## src/rtl/alu_pkg.sv

```systemverilog
// Shared ALU definitions: ALU function codes, MIPS opcode/funct constants and
// the decoded-issue record carried from decode into the issue register.
package alu_pkg;

  // ALU function codes
  localparam logic [5:0] ALU_ADD   = 6'b000000;
  localparam logic [5:0] ALU_SUB   = 6'b000001;
  localparam logic [5:0] ALU_AND   = 6'b011000;
  localparam logic [5:0] ALU_OR    = 6'b011110;
  localparam logic [5:0] ALU_XOR   = 6'b010110;
  localparam logic [5:0] ALU_NOR   = 6'b010001;
  localparam logic [5:0] ALU_PASSA = 6'b011010;
  localparam logic [5:0] ALU_SLL   = 6'b100000;
  localparam logic [5:0] ALU_SRL   = 6'b100001;
  localparam logic [5:0] ALU_SRA   = 6'b100011;
  localparam logic [5:0] ALU_EQ    = 6'b110011;
  localparam logic [5:0] ALU_NEQ   = 6'b110001;
  localparam logic [5:0] ALU_LT    = 6'b110101;
  localparam logic [5:0] ALU_LEZ   = 6'b111101;
  localparam logic [5:0] ALU_LTZ   = 6'b111011;
  localparam logic [5:0] ALU_GTZ   = 6'b111111;

  // Primary opcodes
  localparam logic [5:0] OP_RTYPE  = 6'h00;
  localparam logic [5:0] OP_REGIMM = 6'h01;
  localparam logic [5:0] OP_BEQ    = 6'h04;
  localparam logic [5:0] OP_BNE    = 6'h05;
  localparam logic [5:0] OP_BLEZ   = 6'h06;
  localparam logic [5:0] OP_BGTZ   = 6'h07;
  localparam logic [5:0] OP_ADDI   = 6'h08;
  localparam logic [5:0] OP_ADDIU  = 6'h09;
  localparam logic [5:0] OP_SLTI   = 6'h0a;
  localparam logic [5:0] OP_SLTIU  = 6'h0b;
  localparam logic [5:0] OP_ANDI   = 6'h0c;
  localparam logic [5:0] OP_ORI    = 6'h0d;
  localparam logic [5:0] OP_XORI   = 6'h0e;
  localparam logic [5:0] OP_LUI    = 6'h0f;
  localparam logic [5:0] OP_LW     = 6'h23;
  localparam logic [5:0] OP_SW     = 6'h2b;

  // R-type funct field
  localparam logic [5:0] FN_SLL    = 6'h00;
  localparam logic [5:0] FN_SRL    = 6'h02;
  localparam logic [5:0] FN_SRA    = 6'h03;
  localparam logic [5:0] FN_SLLV   = 6'h04;
  localparam logic [5:0] FN_SRLV   = 6'h06;
  localparam logic [5:0] FN_SRAV   = 6'h07;
  localparam logic [5:0] FN_ADD    = 6'h20;
  localparam logic [5:0] FN_ADDU   = 6'h21;
  localparam logic [5:0] FN_SUB    = 6'h22;
  localparam logic [5:0] FN_SUBU   = 6'h23;
  localparam logic [5:0] FN_AND    = 6'h24;
  localparam logic [5:0] FN_OR     = 6'h25;
  localparam logic [5:0] FN_XOR    = 6'h26;
  localparam logic [5:0] FN_NOR    = 6'h27;
  localparam logic [5:0] FN_SLT    = 6'h2a;
  localparam logic [5:0] FN_SLTU   = 6'h2b;

  typedef struct packed {
    logic [5:0]  alufun;
    logic [31:0] a;
    logic [31:0] b;
    logic        sign;
    logic [4:0]  wr_reg;
    logic        wr_en;
    logic        illegal;
  } issue_t;

  function automatic logic [31:0] sext16(input logic [15:0] imm);
    return {{16{imm[15]}}, imm};
  endfunction

  function automatic logic [31:0] zext16(input logic [15:0] imm);
    return {16'h0000, imm};
  endfunction

endpackage

```

## src/rtl/alu_issue_decode.sv

```systemverilog
// Combinational MIPS decode: turns an instruction plus forwarded operands into
// ALU operands, function code, signedness and writeback target.
module alu_issue_decode
  import alu_pkg::*;
(
  input  logic [31:0] i_instr,
  input  logic [31:0] i_rs_val,
  input  logic [31:0] i_rt_val,
  output logic [5:0]  o_alufun,
  output logic [31:0] o_a,
  output logic [31:0] o_b,
  output logic        o_sign,
  output logic [4:0]  o_wr_reg,
  output logic        o_wr_en,
  output logic        o_illegal
);

  logic [5:0]  w_op;
  logic [4:0]  w_rt;
  logic [4:0]  w_rd;
  logic [4:0]  w_shamt;
  logic [5:0]  w_funct;
  logic [15:0] w_imm;

  assign w_op    = i_instr[31:26];
  assign w_rt    = i_instr[20:16];
  assign w_rd    = i_instr[15:11];
  assign w_shamt = i_instr[10:6];
  assign w_funct = i_instr[5:0];
  assign w_imm   = i_instr[15:0];

  logic [5:0]  w_alufun;
  logic [31:0] w_a;
  logic [31:0] w_b;
  logic        w_sign;
  logic [4:0]  w_wr_reg;
  logic        w_wr_en;
  logic        w_illegal;

  always_comb begin
    w_alufun  = ALU_ADD;
    w_a       = 32'd0;
    w_b       = 32'd0;
    w_sign    = 1'b0;
    w_wr_reg  = 5'd0;
    w_wr_en   = 1'b0;
    w_illegal = 1'b0;

    case (w_op)
      OP_RTYPE: begin
        w_a      = i_rs_val;
        w_b      = i_rt_val;
        w_wr_reg = w_rd;
        w_wr_en  = 1'b1;
        case (w_funct)
          FN_ADD:  begin w_alufun = ALU_ADD; w_sign = 1'b1; end
          FN_ADDU: w_alufun = ALU_ADD;
          FN_SUB:  begin w_alufun = ALU_SUB; w_sign = 1'b1; end
          FN_SUBU: w_alufun = ALU_SUB;
          FN_AND:  w_alufun = ALU_AND;
          FN_OR:   w_alufun = ALU_OR;
          FN_XOR:  w_alufun = ALU_XOR;
          FN_NOR:  w_alufun = ALU_NOR;
          FN_SLT:  begin w_alufun = ALU_LT; w_sign = 1'b1; end
          FN_SLTU: w_alufun = ALU_LT;
          // Immediate shifts carry the shift amount in operand A.
          FN_SLL:  begin w_alufun = ALU_SLL; w_a = {27'd0, w_shamt}; end
          FN_SRL:  begin w_alufun = ALU_SRL; w_a = {27'd0, w_shamt}; end
          FN_SRA:  begin w_alufun = ALU_SRA; w_a = {27'd0, w_shamt}; end
          FN_SLLV: w_alufun = ALU_SLL;
          FN_SRLV: w_alufun = ALU_SRL;
          FN_SRAV: w_alufun = ALU_SRA;
          default: w_illegal = 1'b1;
        endcase
      end
      OP_ADDI, OP_ADDIU, OP_SLTI, OP_SLTIU: begin
        w_a      = i_rs_val;
        w_b      = sext16(w_imm);
        w_wr_reg = w_rt;
        w_wr_en  = 1'b1;
        w_alufun = (w_op == OP_ADDI || w_op == OP_ADDIU) ? ALU_ADD : ALU_LT;
        w_sign   = (w_op == OP_ADDI || w_op == OP_SLTI);
      end
      OP_ANDI, OP_ORI, OP_XORI: begin
        w_a      = i_rs_val;
        w_b      = zext16(w_imm);
        w_wr_reg = w_rt;
        w_wr_en  = 1'b1;
        w_alufun = (w_op == OP_ANDI) ? ALU_AND :
                   (w_op == OP_ORI)  ? ALU_OR  : ALU_XOR;
      end
      OP_LUI: begin
        w_alufun = ALU_PASSA;
        w_a      = {w_imm, 16'h0000};
        w_wr_reg = w_rt;
        w_wr_en  = 1'b1;
      end
      OP_LW, OP_SW: begin
        w_a      = i_rs_val;
        w_b      = sext16(w_imm);
        w_wr_reg = (w_op == OP_LW) ? w_rt : 5'd0;
        w_wr_en  = (w_op == OP_LW);
      end
      OP_BEQ, OP_BNE: begin
        w_alufun = (w_op == OP_BEQ) ? ALU_EQ : ALU_NEQ;
        w_a      = i_rs_val;
        w_b      = i_rt_val;
      end
      // Compare-with-zero branches treat rs as a signed value.
      OP_BLEZ, OP_BGTZ: begin
        w_alufun = (w_op == OP_BLEZ) ? ALU_LEZ : ALU_GTZ;
        w_a      = i_rs_val;
        w_sign   = 1'b1;
      end
      OP_REGIMM: begin
        if (w_rt == 5'd0) begin
          w_alufun = ALU_LTZ;
          w_a      = i_rs_val;
          w_sign   = 1'b1;
        end else begin
          w_illegal = 1'b1;
        end
      end
      default: w_illegal = 1'b1;
    endcase

    if (w_illegal) begin
      w_alufun = ALU_ADD;
      w_a      = 32'd0;
      w_b      = 32'd0;
      w_sign   = 1'b0;
      w_wr_reg = 5'd0;
      w_wr_en  = 1'b0;
    end
    // $0 is hardwired to zero, so a write to it is dropped.
    if (w_wr_reg == 5'd0) w_wr_en = 1'b0;
  end

  assign o_alufun  = w_alufun;
  assign o_a       = w_a;
  assign o_b       = w_b;
  assign o_sign    = w_sign;
  assign o_wr_reg  = w_wr_reg;
  assign o_wr_en   = w_wr_en;
  assign o_illegal = w_illegal;

endmodule

```

## src/rtl/alu_issue_stage.sv

```systemverilog
// ALU issue register between decode and EX with valid/ready handshake and flush.
// Define ALU_ISSUE_SKID_EN to add a one-entry skid buffer (registered in_ready).
module alu_issue_stage
  import alu_pkg::*;
(
  input  logic        clk,
  input  logic        reset,
  input  logic        in_valid,
  output logic        in_ready,
  input  logic [31:0] instr,
  input  logic [31:0] rs_val,
  input  logic [31:0] rt_val,
  input  logic        flush,
  output logic        ex_valid,
  input  logic        ex_ready,
  output logic [31:0] ex_A,
  output logic [31:0] ex_B,
  output logic [5:0]  ex_ALUFun,
  output logic        ex_Sign,
  output logic [4:0]  ex_wr_reg,
  output logic        ex_wr_en,
  output logic        ex_illegal
);

  // Handshake: a transfer happens on an edge where valid && ready on the same
  // side; ex_* hold stable while ex_valid && !ex_ready; flush wins over accept.

  issue_t w_dec;
  logic   w_accept;
  issue_t r_out;
  logic   r_ex_valid;

  alu_issue_decode u_decode (
    .i_instr   (instr),
    .i_rs_val  (rs_val),
    .i_rt_val  (rt_val),
    .o_alufun  (w_dec.alufun),
    .o_a       (w_dec.a),
    .o_b       (w_dec.b),
    .o_sign    (w_dec.sign),
    .o_wr_reg  (w_dec.wr_reg),
    .o_wr_en   (w_dec.wr_en),
    .o_illegal (w_dec.illegal)
  );

  assign w_accept = in_valid && in_ready;

`ifdef ALU_ISSUE_SKID_EN
  issue_t r_skid;
  logic   r_skid_valid;
  logic   w_out_free;

  assign w_out_free = !r_ex_valid || ex_ready;
  assign in_ready   = !r_skid_valid && !flush;

  always_ff @(posedge clk or negedge reset) begin
    if (!reset) begin
      r_out        <= '0;
      r_ex_valid   <= 1'b0;
      r_skid       <= '0;
      r_skid_valid <= 1'b0;
    end else if (flush) begin
      r_ex_valid   <= 1'b0;
      r_skid_valid <= 1'b0;
    end else if (w_out_free) begin
      // A held skid entry is older than anything on the input, so it goes first.
      if (r_skid_valid) begin
        r_out        <= r_skid;
        r_ex_valid   <= 1'b1;
        r_skid_valid <= 1'b0;
      end else if (w_accept) begin
        r_out      <= w_dec;
        r_ex_valid <= 1'b1;
      end else begin
        r_ex_valid <= 1'b0;
      end
    end else if (w_accept) begin
      r_skid       <= w_dec;
      r_skid_valid <= 1'b1;
    end
  end
`else
  assign in_ready = !flush && (!r_ex_valid || ex_ready);

  always_ff @(posedge clk or negedge reset) begin
    if (!reset) begin
      r_out      <= '0;
      r_ex_valid <= 1'b0;
    end else if (flush) begin
      r_ex_valid <= 1'b0;
    end else if (w_accept) begin
      r_out      <= w_dec;
      r_ex_valid <= 1'b1;
    end else if (ex_ready) begin
      r_ex_valid <= 1'b0;
    end
  end
`endif

  assign ex_valid   = r_ex_valid;
  assign ex_A       = r_out.a;
  assign ex_B       = r_out.b;
  assign ex_ALUFun  = r_out.alufun;
  assign ex_Sign    = r_out.sign;
  assign ex_wr_reg  = r_out.wr_reg;
  assign ex_wr_en   = r_out.wr_en;
  assign ex_illegal = r_out.illegal;

endmodule

```

## config.mk

```make
export PLATFORM = sky130hd
export DESIGN_NAME = alu_issue_stage
export DESIGN_NICKNAME = d
export VERILOG_FILES = /design/src/rtl/alu_pkg.sv /design/src/rtl/alu_issue_decode.sv /design/src/rtl/alu_issue_stage.sv
export SDC_FILE = /design/constraint.sdc
export NUM_CORES = 1
export LEC_CHECK = 0
export ABC_CLOCK_PERIOD_IN_PS = 2009
export CAP_MARGIN = 10
export CORE_MARGIN = 2
export CORE_UTILIZATION = 40
export DETAILED_ROUTE_END_ITERATION = 7
export GPL_ROUTABILITY_DRIVEN = 0
export PLACE_DENSITY = 0.78
export SETUP_SLACK_MARGIN = 0.4
export SLEW_MARGIN = 15
export SYNTH_ARGS = -nofsm -noshare
export SYNTH_HDL_FRONTEND = slang
export SYNTH_SLANG_ARGS = --single-unit
```

## constraint.sdc

```tcl
create_clock -name clk -period 2.01 [get_ports clk]
set_input_delay 0.201 -clock clk [delete_from_list [all_inputs] [get_ports clk]]
set_output_delay 0.201 -clock clk [all_outputs]
set_load 0.01 [all_outputs]
```

==> run_results.csv <==
group,metric,value,unit
status,status,"finished, final reports clean",
die,core,0.00973,mm2
sta,rsz0062_at_grt,"true",
drt,wl_per_cell,21.7,um
setup_path,r2r_start,"ex_valid$_DFFE_PN0P_",
sta,fin_crit_sh,93.0,%
die,fp.dieH,104,um
layout,layout_commonest_cell,"clkdlybuf4s50_1",
synthesis,synthFlopType,"dfrtp_1",
global_routing,grt-ovfl-total,0,
synthesis,syn_nets,532,
layout,fin_nets,781,
die,rows,36,
drt,vias,4872,
setup_path,crit_end,"ex_A[15]$_DFFE_PN0P_",
placed_design,dpl-instance-area,0.00635,mm2
global_routing,antenna_found_initial,0,
die,die_x,104,um
clocking,cts_tree,"built",
synthesis,yosys_warnings,0,
synthesis,synthXorXnorAreaFrac,0,%
job,max_cap_violations,0,
power_and_ir_drop,power_density,532,mW/mm2
clocking,htree_levels,3,
min_path,hold_class,"in -> reg",
drt,drt_wl_total,17700,um
drt,drc,0,
power_and_ir_drop,p_leak,3.14,nW
clocking,clk_pin_slew,0.09,ns
synthesis,synth_compound_area_share,29.1,%
sta,setup_viol,0,
clocking,clock_latency,0.36,ns
setup_path,crit_type,"in -> reg",
synthesis,synthMuxAreaShare,0.532,%
synthesis,synth_sequential_area_ratio,49.4,%
synthesis,synth_cells,431,
sta,final-hold-violation-count,0,
setup_path,worstPathMaxFanout,5,
placed_design,post-place-ws,-0.570,ns
drt,routed_via_density,5.96,
setup_path,critPathLaunch,"instr[19]",
die,num_io_pins,181,
synthesis,synth_top_family_by_area,"compound AO/OA/AOI/OAI gates",
layout,drive_above_1_share,29.9,%
sta,relSlewSlack,57.4,%
sta,maxSlewViolCount,0,
synthesis,avgSynthCellArea,9.28,um2
power_and_ir_drop,ir_worst_vdd,0.423,mV
drt,firstDrtPassIters,5,
layout,layout_common_cells,"clkdlybuf4s50_1, dfrtp_1, buf_4",
setup_path,reg2reg_depth,8,
power_and_ir_drop,finalPower,4.00,mW
placed_design,hpwl,11000,um
synthesis,synth_fa_ha_area_share,0,%
sta,whs,0.205,ns
layout,final_area,0.00752,mm2
synthesis,synthArstFlopShare,100,%
global_routing,grt_pass1_wl,26100,um
setup_path,rrSetupSlack,0.31,ns
die,start_util,41.1,%
sta,fmax,535,MHz
layout,synthToLayoutAreaGrowth,88.0,%
layout,fillers,603,
sta,fin_worst_skew,0.00874,ns
synthesis,ys_types,50,
synthesis,synth_edf_count,0,
synthesis,synth_area,0.00400,mm2
synthesis,synthSimpleGateAreaFrac,15.6,%
setup_path,endpoint_kind,"flop",
die,dieArea,0.0108,mm2
setup_path,worstPathArrival,2.17,ns
drt,drtIter0Drc,491,
global_routing,track_usage,30.6,%
clocking,cts.sinks,79,
layout,antenna_cells,0,
drt,antenna_left,0,
global_routing,grt_max_degree,49,
sta,tightestPinTransition,0.639,ns
clocking,cts_root_buffer,"clkbuf_8",
setup_path,cp.required,2.31,ns
placed_design,numPortBuffers,175,
sta,layout_setup_ws,0.140,ns
global_routing,grt_pass1_vias,4779,
setup_path,start_kind,"primary input",
sta,final.min_clock_period,1.87,ns
clocking,clockBufferDepth,2,
clocking,numCtsBuffers,9,
setup_path,r2r_end,"ex_B[26]$_DFFE_PN0P_",
min_path,hp-start,"instr[16]",
synthesis,synth-seq-cells,79,
report_power, final:
group | leakage, nW | switching [mW] | internal (mW)
sequential | 1.09 | 0.0346 | 1.64
clock | 0.117 | 0.625 | 0.743
combinational | 1.94 | 0.450 | 0.512
repair_timing:
action / 4_1_cts / 5_1_grt
gates cloned: 10 / 3
resized for setup: 107 / 59
endpoints found under the setup margin: 79 / 77
buffers inserted: 11 / 8
pin swaps: 27 / 20
hold buffers: 1 / 0
endpoints found under the hold margin: 46 / 0
cells by family after synthesis:
family / Yosys count
AOI/OAI and AO/OA: 175
buffers and inverters: 48
muxes: 2
and+or+nand+nor: 127
DFF: 79
cell usage after synthesis, types with 4 or more instances:
master     n  area share [%]
dfrtp_1   79              49
o21ai_0   60             7.5
nand2_1   56             5.3
a22oi_1   30             5.6
clkbuf_1  30             2.8
a21oi_1   25             3.1
nor2_1    17             1.6
a22o_1    15             3.3
nand3_1   13             1.6
a32o_1    11             2.8
inv_1      9            0.84
a31o_2     7             1.5
o31ai_1    7             1.3
nand2b_1   6            0.94
or3_1      6            0.94
a31oi_1    5            0.78
nor2b_1    5            0.78
buf_6      4             1.1
nor3_1     4            0.50
layer usage:
layer | up-vias | wire length, um | global-route usage (%)
met3 | 69 | 1510 | 7.33
li1 | 2112 | - | -
met4 | 0 | 648 | 10.1
met2 | 307 | 8720 | 51.6
met5 | - | 0 | 0
met1 | 2384 | 6840 | 38.8
worst min-delay path by stage:
| stage | end | slack (ns) | cells after the start |
|---|---|---|---|
| after floorplan | ex_ALUFun[0]$_DFFE_PN0P_ | -0.09 | 0 |
| after CTS | ex_wr_reg[0]$_DFFE_PN0P_ | 0.21 | 3 |
| final | ex_wr_reg[0]$_DFFE_PN0P_ | 0.21 | 3 |
| after global routing | ex_wr_reg[0]$_DFFE_PN0P_ | 0.20 | 3 |
| after global placement | ex_B[18]$_DFFE_PN0P_ | 0.24 | 1 |
| after detailed placement | ex_B[18]$_DFFE_PN0P_ | 0.26 | 1 |
through the flow:
| step | instances | util (%) | TNS (ns) |
|---|---|---|---|
| after floorplan | 431 | - | -4.77 |
| after global placement | 769 | 65.3 | -31.30 |
| after detailed placement | 769 | 65.3 | -34.36 |
| after CTS | 807 | 73.8 | 0 |
| after global routing | 818 | 77.3 | 0 |
| final | 818 | 77.3 | 0 |
layout make-up:
type / count / area (um2) / area share [%]
repair buffers: 274 / 2800 / 37.2
multi-input cells: 307 / 2310 / 30.8
flip-flops and latches: 79 / 1980 / 26.3
well taps: 133 / 166 / 2.21
clock buffers: 10 / 138 / 1.83
clock inverters: 6 / 91.3 / 1.22
inverters: 9 / 33.8 / 0.449
worst max-delay path: stages:
cell     delay, ns
buf_6         0.09
or4_4         0.54
or3_4         0.35
o32a_1        0.19
buf_4         0.14
nand4_1       0.19
buf_6         0.17
buf_12        0.11
a32o_1        0.18
(Power assumes the default switching activity.)
